**src/rtl/mul_pkg.sv**
```systemverilog
// Shared definitions for the vector-lane multiplier post-processing stage.
//   mul_op_e    : operation codes carried with each product (codes 6/7 reserved)
//   MUL_OP_W    : width of the operation field
//   op_needs_tc : whether the upstream multiplier must treat operands as signed
package mul_pkg;

    localparam int unsigned MUL_OP_W = 3;

    typedef enum logic [MUL_OP_W-1:0] {
        MUL    = 3'd0,
        MULH   = 3'd1,
        MULHU  = 3'd2,
        MULHSU = 3'd3,
        MACC   = 3'd4,
        NMSAC  = 3'd5
    } mul_op_e;

    // Only MULH needs a signed x signed product. MULHSU is multiplied unsigned
    // and corrected afterwards; low-half results do not depend on signedness.
    function automatic logic op_needs_tc(mul_op_e op);
        return (op == MULH);
    endfunction

endpackage

```
**src/rtl/mul_post_stage_if.sv**
```systemverilog
// Handshake/data bundle for mul_post_stage.
//   upstream   : flush_i, valid_i, ready_o, product_i, op_i, acc_i, a_msb_i, b_i
//   downstream : valid_o, ready_i, result_o, err_o
//   status     : busy_o
// slave modport is the stage's view; master modport is the driver/consumer view.
interface mul_post_stage_if
    import mul_pkg::*;
#(
    parameter int unsigned DATA_WIDTH = 32
);
    logic                      flush_i;
    logic                      valid_i;
    logic                      ready_o;
    logic [2*DATA_WIDTH-1:0]   product_i;
    logic [MUL_OP_W-1:0]       op_i;
    logic [DATA_WIDTH-1:0]     acc_i;
    logic                      a_msb_i;
    logic [DATA_WIDTH-1:0]     b_i;
    logic                      valid_o;
    logic                      ready_i;
    logic [DATA_WIDTH-1:0]     result_o;
    logic                      err_o;
    logic                      busy_o;

    modport slave (
        input  flush_i, valid_i, product_i, op_i, acc_i, a_msb_i, b_i, ready_i,
        output ready_o, valid_o, result_o, err_o, busy_o
    );

    modport master (
        output flush_i, valid_i, product_i, op_i, acc_i, a_msb_i, b_i, ready_i,
        input  ready_o, valid_o, result_o, err_o, busy_o
    );
endinterface

```
**src/rtl/mul_post_alu.sv**
```systemverilog
// Combinational second-stage datapath: selects the product half, applies the
// MULHSU signed x unsigned correction, performs MACC/NMSAC accumulation and
// flags reserved op codes.
//   product : raw 2*DATA_WIDTH multiplier result
//   op      : operation code
//   acc     : accumulator operand (MACC/NMSAC)
//   a_msb   : sign bit of operand a (MULHSU)
//   b       : operand b (MULHSU correction)
//   result  : element result, modulo 2^DATA_WIDTH
//   err     : reserved op code seen (result forced to 0)
module mul_post_alu
    import mul_pkg::*;
#(
    parameter int unsigned DATA_WIDTH = 32
) (
    input  logic [2*DATA_WIDTH-1:0] product,
    input  logic [MUL_OP_W-1:0]     op,
    input  logic [DATA_WIDTH-1:0]   acc,
    input  logic                    a_msb,
    input  logic [DATA_WIDTH-1:0]   b,
    output logic [DATA_WIDTH-1:0]   result,
    output logic                    err
);
    logic [DATA_WIDTH-1:0] lo;
    logic [DATA_WIDTH-1:0] hi;

    assign lo = product[DATA_WIDTH-1:0];
    assign hi = product[2*DATA_WIDTH-1:DATA_WIDTH];

    always_comb begin
        result = '0;
        err    = 1'b0;
        case (op)
            MUL:         result = lo;
            MULH, MULHU: result = hi;
            // Unsigned product of a negative a is too large by b * 2^W;
            // removing b from the high half yields the signed x unsigned value.
            MULHSU:      result = hi - (a_msb ? b : '0);
            MACC:        result = acc + lo;
            NMSAC:       result = acc - lo;
            default:     err    = 1'b1;
        endcase
    end
endmodule

```
**src/rtl/mul_post_stage.sv**
```systemverilog
// Registered post-processing stage behind the lane multiplier. Two-stage
// valid/ready pipeline: S1 captures the product and sideband, S2 holds the
// computed element. One element per cycle with ready_i high; no skid buffer,
// so ready_o depends combinationally on ready_i.
//   module_clk_i  : clock
//   module_rst_ni : asynchronous active-low reset
//   bus           : handshake/data bundle (slave view), see mul_post_stage_if
module mul_post_stage
    import mul_pkg::*;
#(
    parameter int unsigned DATA_WIDTH = 32
) (
    input  logic           module_clk_i,
    input  logic           module_rst_ni,
    mul_post_stage_if.slave bus
);
    logic                    s1_valid;
    logic [2*DATA_WIDTH-1:0] s1_product;
    logic [MUL_OP_W-1:0]     s1_op;
    logic [DATA_WIDTH-1:0]   s1_acc;
    logic                    s1_a_msb;
    logic [DATA_WIDTH-1:0]   s1_b;

    logic                    s2_valid;
    logic [DATA_WIDTH-1:0]   s2_result;
    logic                    s2_err;

    logic [DATA_WIDTH-1:0]   alu_result;
    logic                    alu_err;
    logic                    advance;
    logic                    load;

    assign advance     = !s2_valid || bus.ready_i;
    assign bus.ready_o = !s1_valid || advance;
    assign load        = bus.valid_i && bus.ready_o;

    assign bus.valid_o  = s2_valid;
    assign bus.result_o = s2_result;
    assign bus.err_o    = s2_err;
    assign bus.busy_o   = s1_valid || s2_valid;

    mul_post_alu #(
        .DATA_WIDTH(DATA_WIDTH)
    ) u_alu (
        .product(s1_product),
        .op     (s1_op),
        .acc    (s1_acc),
        .a_msb  (s1_a_msb),
        .b      (s1_b),
        .result (alu_result),
        .err    (alu_err)
    );

    always_ff @(posedge module_clk_i or negedge module_rst_ni) begin
        if (!module_rst_ni) begin
            s1_valid   <= 1'b0;
            s1_product <= '0;
            s1_op      <= '0;
            s1_acc     <= '0;
            s1_a_msb   <= 1'b0;
            s1_b       <= '0;
            s2_valid   <= 1'b0;
            s2_result  <= '0;
            s2_err     <= 1'b0;
        end else begin
            // S1 data may refresh during a flush; only the valid bits matter.
            if (load) begin
                s1_product <= bus.product_i;
                s1_op      <= bus.op_i;
                s1_acc     <= bus.acc_i;
                s1_a_msb   <= bus.a_msb_i;
                s1_b       <= bus.b_i;
            end
            if (bus.flush_i) begin
                s1_valid <= 1'b0;
                s2_valid <= 1'b0;
            end else begin
                if (advance) begin
                    s2_valid <= s1_valid;
                    if (s1_valid) begin
                        s2_result <= alu_result;
                        s2_err    <= alu_err;
                    end
                end
                if (bus.ready_o) begin
                    s1_valid <= bus.valid_i;
                end
            end
        end
    end
endmodule

```
**src/flat_wrapper.sv**
```systemverilog
// flat-port wrapper written by rule: the top's interface ports become plain ports
module mul_post_stage_flat import mul_pkg::*;
#(
    parameter int unsigned DATA_WIDTH = 32
)
  (module_clk_i, module_rst_ni, bus_flush_i, bus_valid_i, bus_product_i, bus_op_i, bus_acc_i, bus_a_msb_i, bus_b_i, bus_ready_i, bus_ready_o, bus_valid_o, bus_result_o, bus_err_o, bus_busy_o);
  mul_post_stage_if #(.DATA_WIDTH(DATA_WIDTH)) bus_i ();
  input  logic module_clk_i;
  input  logic module_rst_ni;
  input wire logic [$bits(bus_i.flush_i)-1:0] bus_flush_i;
  input wire logic [$bits(bus_i.valid_i)-1:0] bus_valid_i;
  input wire logic [$bits(bus_i.product_i)-1:0] bus_product_i;
  input wire logic [$bits(bus_i.op_i)-1:0] bus_op_i;
  input wire logic [$bits(bus_i.acc_i)-1:0] bus_acc_i;
  input wire logic [$bits(bus_i.a_msb_i)-1:0] bus_a_msb_i;
  input wire logic [$bits(bus_i.b_i)-1:0] bus_b_i;
  input wire logic [$bits(bus_i.ready_i)-1:0] bus_ready_i;
  output wire logic [$bits(bus_i.ready_o)-1:0] bus_ready_o;
  output wire logic [$bits(bus_i.valid_o)-1:0] bus_valid_o;
  output wire logic [$bits(bus_i.result_o)-1:0] bus_result_o;
  output wire logic [$bits(bus_i.err_o)-1:0] bus_err_o;
  output wire logic [$bits(bus_i.busy_o)-1:0] bus_busy_o;
  assign bus_i.flush_i = bus_flush_i;
  assign bus_i.valid_i = bus_valid_i;
  assign bus_i.product_i = bus_product_i;
  assign bus_i.op_i = bus_op_i;
  assign bus_i.acc_i = bus_acc_i;
  assign bus_i.a_msb_i = bus_a_msb_i;
  assign bus_i.b_i = bus_b_i;
  assign bus_i.ready_i = bus_ready_i;
  assign bus_ready_o = bus_i.ready_o;
  assign bus_valid_o = bus_i.valid_o;
  assign bus_result_o = bus_i.result_o;
  assign bus_err_o = bus_i.err_o;
  assign bus_busy_o = bus_i.busy_o;
  mul_post_stage #(.DATA_WIDTH(DATA_WIDTH)) u_core (.module_clk_i(module_clk_i), .module_rst_ni(module_rst_ni), .bus(bus_i));
endmodule
```
**config.mk**
```make
export PLATFORM = sky130hd
export DESIGN_NAME = mul_post_stage_flat
export DESIGN_NICKNAME = d
export VERILOG_FILES = /design/src/rtl/mul_pkg.sv /design/src/rtl/mul_post_stage_if.sv /design/src/rtl/mul_post_alu.sv /design/src/rtl/mul_post_stage.sv /design/src/flat_wrapper.sv
export SDC_FILE = /design/constraint.sdc
export NUM_CORES = 1
export LEC_CHECK = 0
export ABC_AREA = 1
export CAP_MARGIN = 20
export CORE_ASPECT_RATIO = 1.2
export CORE_MARGIN = 8
export CORE_UTILIZATION = 51
export CTS_CLUSTER_DIAMETER = 80
export DETAILED_ROUTE_END_ITERATION = 7
export PLACE_DENSITY = 0.74
export RECOVER_POWER = 50
export SYNTH_ARGS = -nofsm -noshare
export SYNTH_HDL_FRONTEND = slang
export SYNTH_SLANG_ARGS = --single-unit
```
**constraint.sdc**
```tcl
create_clock -name module_clk_i -period 3.1 [get_ports module_clk_i]
set_clock_uncertainty 0.15 [all_clocks]
set_input_delay 0.31 -clock module_clk_i [delete_from_list [all_inputs] [get_ports module_clk_i]]
set_output_delay 0.31 -clock module_clk_i [all_outputs]
set_load 0.03 [all_outputs]
```
### After elaboration in Yosys (flattened, before gate mapping)

Cells that the tools add are included.

| word-level totals | value |
|---|---|
| output and inout port bits | 36 |
| memories | 0 |
| word-level logic and storage cells | 37 |
| bits in latches | 0 |
| bits in registers | 167 |
| bits in read-only memories | 0 |
| memory bits (writable) | 0 |

| operators by class | value |
|---|---|
| add/sub/neg operators | 3 |
| reduce and logical (&&, ||, !) cells | 12 |
| order comparisons | 0 |
| equal/unequal tests | 5 |
| divide/modulo/power cells | 0 |
| shifts and indexed selects | 0 |
| mux-type cells | 7 |
| bitwise gates (word level) | 1 |
| multipliers | 0 |

Operators with widths:

| operator | count |
|---|---|
| $pmux 32 s5 | 1 |
| $sub 32x32->32 | 2 |
| $add 32x32->32 | 1 |
| $mux 32 | 1 |
| $eq 3x2->1 const B | 2 |
| $eq 3x3->1 const B | 2 |
| $reduce_or 6->1 | 1 |
| $mux 1 | 5 |
| $reduce_bool 2->1 | 2 |
| $eq 3x1->1 const B | 1 |
| $logic_not 3->1 | 1 |
| $logic_or 1x1->1 | 3 |
| $reduce_and 3->1 | 1 |
| $logic_not 1->1 | 2 |
| $reduce_or 2->1 | 1 |
| $logic_and 1x1->1 | 1 |
| $not 1->1 | 1 |

### Logic depth before layout (Yosys ltp)

Gate-level depths: netlist of run 1.

| logic depth | value |
|---|---|
| depth in word-level cells | 5 |
| gate-level depth with buffers | 27 |
| depth with buffers taken out | 27 |

### Modules after synthesis

Synthesis of run 1 repeated with hierarchy kept, for this count alone.

| unflattened totals | value |
|---|---|
| cell total of the unflattened synthesis | 2104 |
| area total of the unflattened synthesis | 13068.8 um^2 |

Modules (own cells, without submodules):

| module | area each (um^2) | seq. area each (um^2) | cells an instance | times used |
|---|---|---|---|---|
| mul_post_stage | 6538.8 | 4179.0 | 725 | 1 |
| mul_post_alu | 6530.0 | 0.0 | 1379 | 1 |

### Worst setup path after synthesis of run 1

No wires, ideal clock.

| path | value |
|---|---|
| kind | reg2reg |
| start | reg u_core.s1_product[0] |
| end | reg u_core.s2_result[31] (netlist: u_core.bus.result_o[31]) |
| data required time | 2.833 ns |
| cell stages (with the launch flop) | 25 |
| setup time | 0.117 ns |
| data arrival time | 2.661 ns |
| path slack | 0.172 ns |
| cells stage by stage | dfrtp_1 inv_1 ha_1 nand3_2 nor2_2 nand2_2 nor2_2 nand2_1 nand2_2 nand2_2 a21oi_2 nand2_1 xor2_1 ha_1 a21o_1 nor2_1 nand2_1 inv_1 nand2_1 a21oi_1 nand2_1 nand3_1 nand3_1 nand2_1 nand2_1 |

| between the ends | value |
|---|---|
| cells in the longest elaborated chain, start to end | 2 |

RTL lines:

| item | RTL line | source |
|---|---|---|
| from (decl) | mul_post_stage.sv:18 | `logic [2*DATA_WIDTH-1:0] s1_product;` |
| from (signal assigned) | mul_post_stage.sv:68 | `s1_product <= bus.product_i;` |
| $sub 32x32->32 or $add 32x32->32 (tied branches) | mul_post_alu.sv:40, mul_post_alu.sv:39 |  |
| $pmux 32 s5 (*) | mul_post_alu.sv:33 | `case (op)` |
| to (signal assigned) | mul_post_stage.sv:81 | `s2_result <= alu_result;` |
| to (decl) | mul_post_stage.sv:25 | `logic [DATA_WIDTH-1:0] s2_result;` |

Every way passes the cells marked *; elsewhere a longest branch is shown, timed or not.
A chain may end at the register's enable or synchronous reset.

### Worst setup path in the final report of run 1

| path | value |
|---|---|
| start | reg u_core.s1_product[1] |
| end | reg u_core.s2_result[31] (netlist: u_core.bus.result_o[31]) |

Same word-level chain as after synthesis.

==> summary.md, run 1 <==
| Metric | Value |
|---|---|
| Reg-to-reg slack, setup | -0.21 ns |
| Minimum hold slack | 0.300 ns |
| Register area | about 4200 um^2 |
| Final worst path period share | 107% |
| P&R area growth vs syn | 32.3% |
| CP Launch Point | u_core.s1_product[1] |
| RSZ-0062 raised after global routing | true |
| Synth warn | 0 |
| Fin nets | 2322 |
| IO Pins | approximately 170 |
| CP Max Fanout | 4 |
| Worst Reg-to-Reg Cells | 23 |
| Post-Synth XOR/XNOR Area | about 2.5% |
| Commonest non-fill, non-tap cell in the layout | nand2_1 |
| Worst slew pin tran | 2.28 ns |
| HPWL Detailed | 33500 um |
| Crit. End Element | register |
| CTS Buf Count | 17 |
| Post-Syn Instances | 1862 |
| Die H | 189 um |
| Vias in the first global route | 13000 |
| Critical Path RT | between 3 and 4 ns |
| Max Cap Viol | 2 |
| Port Buffers | 172 |
| Die ar. | 30200 um^2 |
| Util after Layout | 68.2% |
| PnR worst setup slack | -0.206 ns |
| Drt first pass iters | 6 |
| Adder-cell share of the synthesized area | under 10% |
| Largest family of logic cells by synthesized area | simple AND/OR/NAND/NOR gates |
| Tmin final | 3.31 ns |
| Multi-input gate area | 7870 um^2 |
| Remaining Overflow, GRT | 0 |
| Max Freq | 302 MHz |
| Initial antenna violation count | 0 |
| Critical path capture point | u_core.bus.result_o[31] |
| Arrival @ worst endpoint | 3.49 ns |
| Hold Vio Cnt, Final | 0 |
| WS Path Type | reg -> reg |
| Die width | 160 um |
| Pin count of the biggest net entering global routing | 65 |
| CTS root buf | clkbuf_16 |
| H-tree lvl count | 4 |
| Diode count | 0 |
| Final setup viols | 20 |
| Register area share after synthesis | 32.9% |
| Fill cell instance count of the final layout | around 2100 |
| Vias/cell | 5.31 |
| Worst-Skew Late Latency | 0.44 ns |
| Post-synth top flop | dfrtp_1 |
| Asr flop ratio synth | 100% |
| Hold crit path type | in -> reg |
| Startpoint types | register |
| EDFF count, synth | 0 |
| Simple-gate area share of the yosys netlist | 32.4% |
| GPL Wtd Cong | 0.950 |
| Avg WL per Cell | 17.4 um |
| CTS tree | done |
| Clock tree sinks | 167 |
| Commonest cells after routing, fill and taps aside | nand2_1 (550), inv_1 (279), clkdlybuf4s50_1 (171) |
| Core Box Area | 24600 um^2 |
| DR iter-0 viols | 1003 |
| First-pass GRT wire length | 66700 um |
| Clock Pin Slew Worst Setup and Hold Paths | 0.07 ns |
| Violated checks | max-capacitance violations, max-slew violations, negative setup slack |
| Post-route DRC | 0 |
| Reg2reg start | u_core.s1_product[1] |
| Post-synth cell types | 48 |
| Status | finished, violations left |
| Rel. slew slack | -51.8% |
| Vias | around 13000 |
| Reg2Reg Capture Point | u_core.bus.result_o[31] |
| Antenna-violating nets left | 0 |
| Overall global routing resource usage | 27.6% |
| Starting Density | 51.6% |
| Std cell rows | 63 |
| Final Max Tran Viols | 75 |
| Post-synthesis cell area | 12700 um^2 |
| Post-synthesis compound-gate area fraction | under 10% |
| Mux cell area share after synthesis | between 6 and 7% |
| Total wire length | ~43000 um |
| Fraction of layout cells with a size suffix above 1 | approximately 19% |
| Design Power | just over 9 mW |
| Mapped Nets | 2064 |
| Clock tree buffer depth | 2 |
| Worst vdd ir | between 0.3 and 0.4 mV |
| P per Cell Area | 551 nW/um^2 |
| Post-Syn Area per Cell | 6.81 um^2 |
| Yosys reg bits | 167 |
| Leak | around 8.5 nW |
[logic make-up (layout without fill, tap and decap cells)]
family | count (synthesis) | in the layout
flip-flops | 167 | 167
multiplexers | 74 | 74
XOR/XNOR | 36 | 36
AND/OR/NAND/NOR | 981 | 981
AO/OA/AOI/OAI | 195 | 195
buffers and inverters | 344 | 615
adder cells (fa/ha/maj) | 65 | 65
[worst max-delay path: stages (launching register included)]
cell and delay (ns):
dfrtp_1 0.39, inv_2 0.09, buf_4 0.16, nand3_4 0.10, nor3_4 0.28, nand4_4 0.16, nand2_2 0.14, o21ai_2 0.09
buf_4 0.14, a21oi_2 0.15, xor2_2 0.20, ha_4 0.25, nand2_2 0.11, a21oi_1 0.05, nor2_1 0.09, nand2_1 0.06
inv_1 0.07, nand2_2 0.06, a21oi_1 0.11, nand2_1 0.08, nand3_2 0.08, nand3_2 0.08, nand2_2 0.05, nand2_1 0.04
[sequential cells by signal, summed over array words and instances, names as in the netlist]
register	flops
u_core.bus.err_o	1
u_core.bus.result_o	32
u_core.bus.valid_o	1
u_core.s1_a_msb	1
u_core.s1_acc	32
u_core.s1_b	32
u_core.s1_op	3
u_core.s1_product	64
u_core.s1_valid	1
[metal layers]
metal	wire length, um	GRT usage, %	up-vias
li1	-	-	6369
met4	1970	12.9	0
met5	0	0	-
met3	2330	3.67	110
met1	18100	34.7	6112
met2	20400	46.5	469
[Yosys cell counts (7+ instances only)]
cell type,count,area share [%]
inv_1,293,8.7
o21ai_1,7,0.28
dfrtp_1,167,33
nand2_2,13,0.64
nor2_1,181,5.4
ha_1,63,6.2
nand3_2,7,0.55
xor2_1,35,2.4
nand4_1,14,0.69
nand3_1,111,4.4
nand2_1,596,18
or2_1,8,0.39
a21oi_1,106,4.2
o21ai_0,34,1.3
clkbuf_1,14,0.41
buf_2,27,1.1
o22ai_1,22,1.1
mux2_2,74,6.6
o21bai_1,7,0.41
or2_2,8,0.39
nor3_1,11,0.43
nand3b_1,12,0.71
[through the flow]
stage	setup slack, ns	std cells	TNS [ns]	instance area (um^2)
2_1_floorplan	0.172	1862	0	12700
3_3_place_gp	-0.304	2406	-1.31	15400
3_5_place_dp	-0.289	2406	-1.77	15400
4_1_cts	-0.00979	2446	-0.00979	16200
5_1_grt	-0.426	2458	-8.48	16800
6_report	-0.206	2458	-1.62	16800
[worst min-delay path by stage]
stage	start	end	slack, ns	cells after the start
floorplan	module_rst_ni	u_core.bus.err_o	-0.14	0
global placement	module_rst_ni	u_core.s1_acc[4]	0.09	1
detailed placement	module_rst_ni	u_core.s1_acc[4]	0.1	1
CTS	module_rst_ni	u_core.s1_product[9]	0.20	2
global route	bus_product_i[17]	u_core.s1_product[17]	0.31	3
finish	bus_product_i[11]	u_core.s1_product[11]	0.30	3
[where the power goes]
group / switching, mW / internal, mW
registers: 0.250 / 2.48
clock network: 0.964 / 1.24
logic: 2.57 / 1.75
[layout make-up]
cell class	count	share of cell area (%)
tap	325	2.42
timing repair buffer	284	15.6
inverter	299	6.69
clock buffer	19	2.70
sequential	167	24.9
multi-input combinational	1351	46.9
clock inverter	13	0.872
[repair_timing]
| item | in CTS | in global routing |
|---|---|---|
| setup buffers | 7 | 12 |
| endpoints found under the hold margin | 37 | 0 |
| hold buffers | 1 | 0 |
| pin swaps | 27 | 63 |
| gates resized for setup | 52 | 144 |
| setup endpoints to repair | 19 | 27 |
Power figures use the tool's default switching activity.
==> run 2, diff against run 1 <==
--- a/config.mk
+++ b/config.mk
@@ -12,8 +12,9 @@
 export CORE_UTILIZATION = 51
 export CTS_CLUSTER_DIAMETER = 80
 export DETAILED_ROUTE_END_ITERATION = 7
-export PLACE_DENSITY = 0.74
+export PLACE_DENSITY = 0.78
 export RECOVER_POWER = 50
 export SYNTH_ARGS = -nofsm -noshare
 export SYNTH_HDL_FRONTEND = slang
+export SYNTH_HIERARCHICAL = 1
 export SYNTH_SLANG_ARGS = --single-unit
==> run 2 against run 1 <==
Final cell count increased by 12%. Synthesized cell count increased by 13%. Routed wire length increased by 15%. Sequential share of layout area decreased by 1.6 points. Area after synthesis increased by 3.0%. Count of clock-buffer cells in the layout increased by 1. The flow finishes with violations (max-capacitance violations, negative setup slack). Combinational power increased by 5.1%. First-iteration DRC count increased by 21%. Total power increased by 2.3%.
==> summary.md, run 2 <==
| Metric | Value |
|---|---|
| Status | finished, violations left |
| Violated checks | max-capacitance violations, negative setup slack |
| DR iter-0 viols | 1212 (+21%) |
| PnR worst setup slack | -0.324 ns (-0.118 ns) |
| CTS Buf Count | 17 (unchanged) |
| Fin Setup TNS | -3.76 ns (-2.13 ns) |
| Final Max Tran Viols | 0 (-100%) |
| Final setup viols | 24 (+20%) |
| Net Sw Frac | 41.3% (+0.32 points) |
| Avg WL per Cell | 17.9 um (+2.7%) |
| Post-Syn Area per Cell | 6.21 um^2 (-8.8%) |
| Remaining Overflow, GRT | 0 (unchanged) |
| Vias in the first global route | 14600 (+13%) |
| Post-Syn Instances | 2104 (+13%) |
| Most flops, register | u_core/s1_product |
| First-pass GRT wire length | 75800 um (+14%) |
| Combinational cell fraction of total power | 48.0% (+1.3 points) |
| Design Power | 9.47 mW (+2.3%) |
| Clock Pin Slew Worst Setup and Hold Paths | 0.07 ns (about the same) |
| Pin count of the biggest net entering global routing | 133 (+100%) |
| Commonest cells after routing, fill and taps aside | nand2_1 (806), inv_1 (256), nand3_1 (246) |
| Worst-Skew Late Latency | 0.44 ns (about the same) |
| Fill cell instance count of the final layout | 2205 (+4.1%) |
| Initial antenna violation count | 0 (unchanged) |
| CTS root buf | clkbuf_16 |
| H-tree lvl count | 4 (unchanged) |
| CP Max Fanout | 4 (unchanged) |
| Rel. slew slack | 0.567% (+52 points) |
| Arrival @ worst endpoint | 3.64 ns (+0.15 ns) |
| IO Pins | 173 (unchanged) |
| Critical Path RT | 3.32 ns (+0.03 ns) |
| CP Launch Point | u_core/s1_product[0] |
| Port Buffers | 172 (unchanged) |
| Drt first pass iters | 6 (unchanged) |
| Total wire length | 49100 um (+15%) |
| Reg2Reg Capture Point | u_core/bus.result_o[30] |
| Register area | 4180 um^2 (+0.12%) |
| Die H | 191 um (+1.4%) |
| Mapped Nets | 2306 (+12%) |
| RSZ-0062 raised after global routing | true |
| Most frequent cell after synthesis | nand2_1 |
| Std cell rows | 64 (+1.6%) |
| Largest register FFs | 64 (unchanged) |
| Final worst path period share | 110% (+3.8 points) |
| Synth area leaders | dfrtp_1 (32%), nand2_1 (25%), nand3_1 (10%) |
| Die width | 162 um (+1.3%) |
| Max Freq | 292 MHz (-3.4%) |
| Switching power | 3.91 mW (+3.2%) |
| Critical path capture point | u_core/bus.result_o[30] |
| Register area share after synthesis | 32.0% (-0.97 points) |
| Leak | 9.60 nW (+12%) |
| Multi-input gate area | 8570 um^2 (+8.9%) |
| Die ar. | 31000 um^2 (+2.7%) |
| GPL Wtd Cong | 0.991 (+4.3%) |
| Top cell type's share of synthesized area | 32.0% (-0.97 points) |
| WS Path Type | reg -> reg |
| Post-route DRC | 0 (unchanged) |
| Most instantiated cells after synthesis | nand2_1 (876), nand3_1 (274), inv_1 (272), dfrtp_1 (167), nor2_1 (126) |
| Antenna-violating nets left | 0 (unchanged) |
| Vias | 15000 (+15%) |
| Starting Density | 51.5% (-0.099 points) |
| Worst Reg-to-Reg Cells | 21 (-8.7%) |
| Commonest non-fill, non-tap cell in the layout | nand2_1 |
| Final Non-Filler Cells | 2746 (+12%) |
| Power Internal | 5.56 mW (+1.8%) |
| Clock power frac | 22.9% (-0.9 points) |
| Diode count | 0 (unchanged) |
| Worst slew pin tran | 1.49 ns (-0.786 ns) |
| P&R area growth vs syn | 37.4% |
| Startpoint types | register |
| Post-synth cell types | 42 (-13%) |
| Post-synthesis cell area | 13100 um^2 (+3.0%) |
| P per Cell Area | 527 nW/um^2 (-4.3%) |
| Overall global routing resource usage | 30.9% (+3.3 points) |
| Clock tree buffer depth | 2 (unchanged) |
| Reg2reg start | u_core/s1_product[0] |
| Max Cap Viol | 1 (-1) |
| Asr flop ratio synth | 100% (unchanged) |
| Clock tree sinks | 167 (unchanged) |
| Synth warn | 6 (+6) |
| HPWL Detailed | 37200 um (+11%) |
| Hold Vio Cnt, Final | 0 (unchanged) |
| Tmin final | 3.42 ns (+0.118 ns) |
| Placed Cells | 2684 (+12%) |
| Hold crit path type | in -> reg |
| Post-synth top flop | dfrtp_1 |
| Reg-to-reg slack, setup | -0.32 ns (-0.12 ns) |
| Vias/cell | 5.46 (+2.8%) |
| Fin nets | 2608 (+12%) |
| CTS tree | done |
| Fraction of layout cells with a size suffix above 1 | 18.6% (-0.73 points) |
| Core Box Area | 25400 um^2 (+3.2%) |
| Worst vdd ir | 0.348 mV (-8.6%) |
| Crit. End Element | register |
| Sequential fraction of design power | 29.1% (-0.4 points) |
| EDFF count, synth | 0 (unchanged) |
| Leading area contributor after synthesis | dfrtp_1 |
| Yosys reg bits | 167 (unchanged) |
[run 2: cell types whose count changed after synthesis, moves of 7 or more]
cell,change
clkbuf_1,+13
inv_1,-21
or2_1,-8
nand4_1,+7
o22ai_1,-22
o21ai_0,+8
nand2_2,-10
mux2_2,-74
a21oi_1,-52
nand2_1,+280
nand3_1,+163
nor2_1,-55
[run 2: worst max-delay path, cell delays in order (launching register included)]
cell	delay (ns)
dfrtp_1	0.40
inv_2	0.11
ha_4	0.17
nand3_4	0.09
nor2_4	0.18
nand2_4	0.08
nor2_4	0.15
buf_6	0.14
a41oi_2	0.12
nor2_1	0.21
nor2_2	0.08
ha_4	0.30
nand2_4	0.08
nor3_4	0.27
nand2_2	0.11
nor2_1	0.10
nand2_1	0.09
nand3_1	0.12
nand3_2	0.13
nand3_2	0.11
nand3_2	0.09
nand2_1	0.09
[run 2: worst min path at each step]
stage / from / to / slack [ns] / cells after the start
final: bus_valid_i / u_core/s1_valid / 0.17 / 3
after global routing: bus_valid_i / u_core/s1_b[14] / 0.22 / 3
after CTS: bus_valid_i / u_core/s1_valid / 0.17 / 3
after detailed placement: module_rst_ni / u_core/s1_acc[6] / 0.17 / 1
after global placement: module_rst_ni / u_core/s1_acc[5] / 0.16 / 1
after floorplan: module_rst_ni / u_core/bus.err_o / -0.14 / 0
[run 2: timing repair]
item | CTS | global route
hold buffers | 1 | 0
setup endpoints to repair | 22 | 28
endpoints found under the hold margin | 55 | 0
pin swaps | 40 | 105
resized for setup | 116 | 163
buffers inserted | 19 | 13
[run 2: cell families (layout without fill, tap and decap cells)]
family / after synthesis / after routing / share of synthesized area (%)
fa+ha+maj: 65 / 65 / 6.34
xor+xnor: 30 / 30 / 2.01
buf+inv: 348 / 660 / 10.4
simple gates: 1355 / 1355 / 43.2
compound gates: 139 / 139 / 6.13
flops: 167 / 167 / 32.0
[run 2: stage by stage]
step / hold slack [ns] / instance area (um^2) / worst slack [ns] / utilization (%)
6_report: 0.174 / 18000 / -0.324 / 70.8
5_1_grt: 0.220 / 18000 / -0.374 / 70.8
4_1_cts: 0.169 / 17200 / -0.177 / 67.9
3_5_place_dp: 0.171 / 16100 / -0.802 / 63.4
3_3_place_gp: 0.165 / 16100 / -0.766 / 63.4
2_1_floorplan: -0.136 / 13100 / 0.192 / -
[run 2: per-layer routing]
layer / share of wire (%) / track usage [%] / vias up
met4: 4.0 / 12.6 / 0
met2: 49 / 53.5 / 629
met5: 0 / 0 / -
met3: 6.3 / 4.87 / 138
li1: - / - / 7224
met1: 41 / 37.7 / 7010
[run 2: area by class of cell]
cell class                      count  share of cell area, %
Clock buffer                       20                   2.54
Clock inverter                      9                  0.669
Inverter                          280                   5.87
Multi-Input combinational cell   1589                   47.7
Sequential cell                   167                   23.3
Tap cell                          330                   2.30
Timing Repair Buffer              351                   17.6
[run 2: power by group through the flow]
stage | sequential (mW) | combinational (mW) | clock, mW
after floorplan | 2.91 | 2.03 | 0
after global placement | 2.76 | 3.80 | 0
after detailed placement | 2.77 | 3.86 | 0
after CTS | 2.74 | 4.07 | 2.20
after global routing | 2.78 | 4.92 | 2.30
final | 2.75 | 4.54 | 2.17
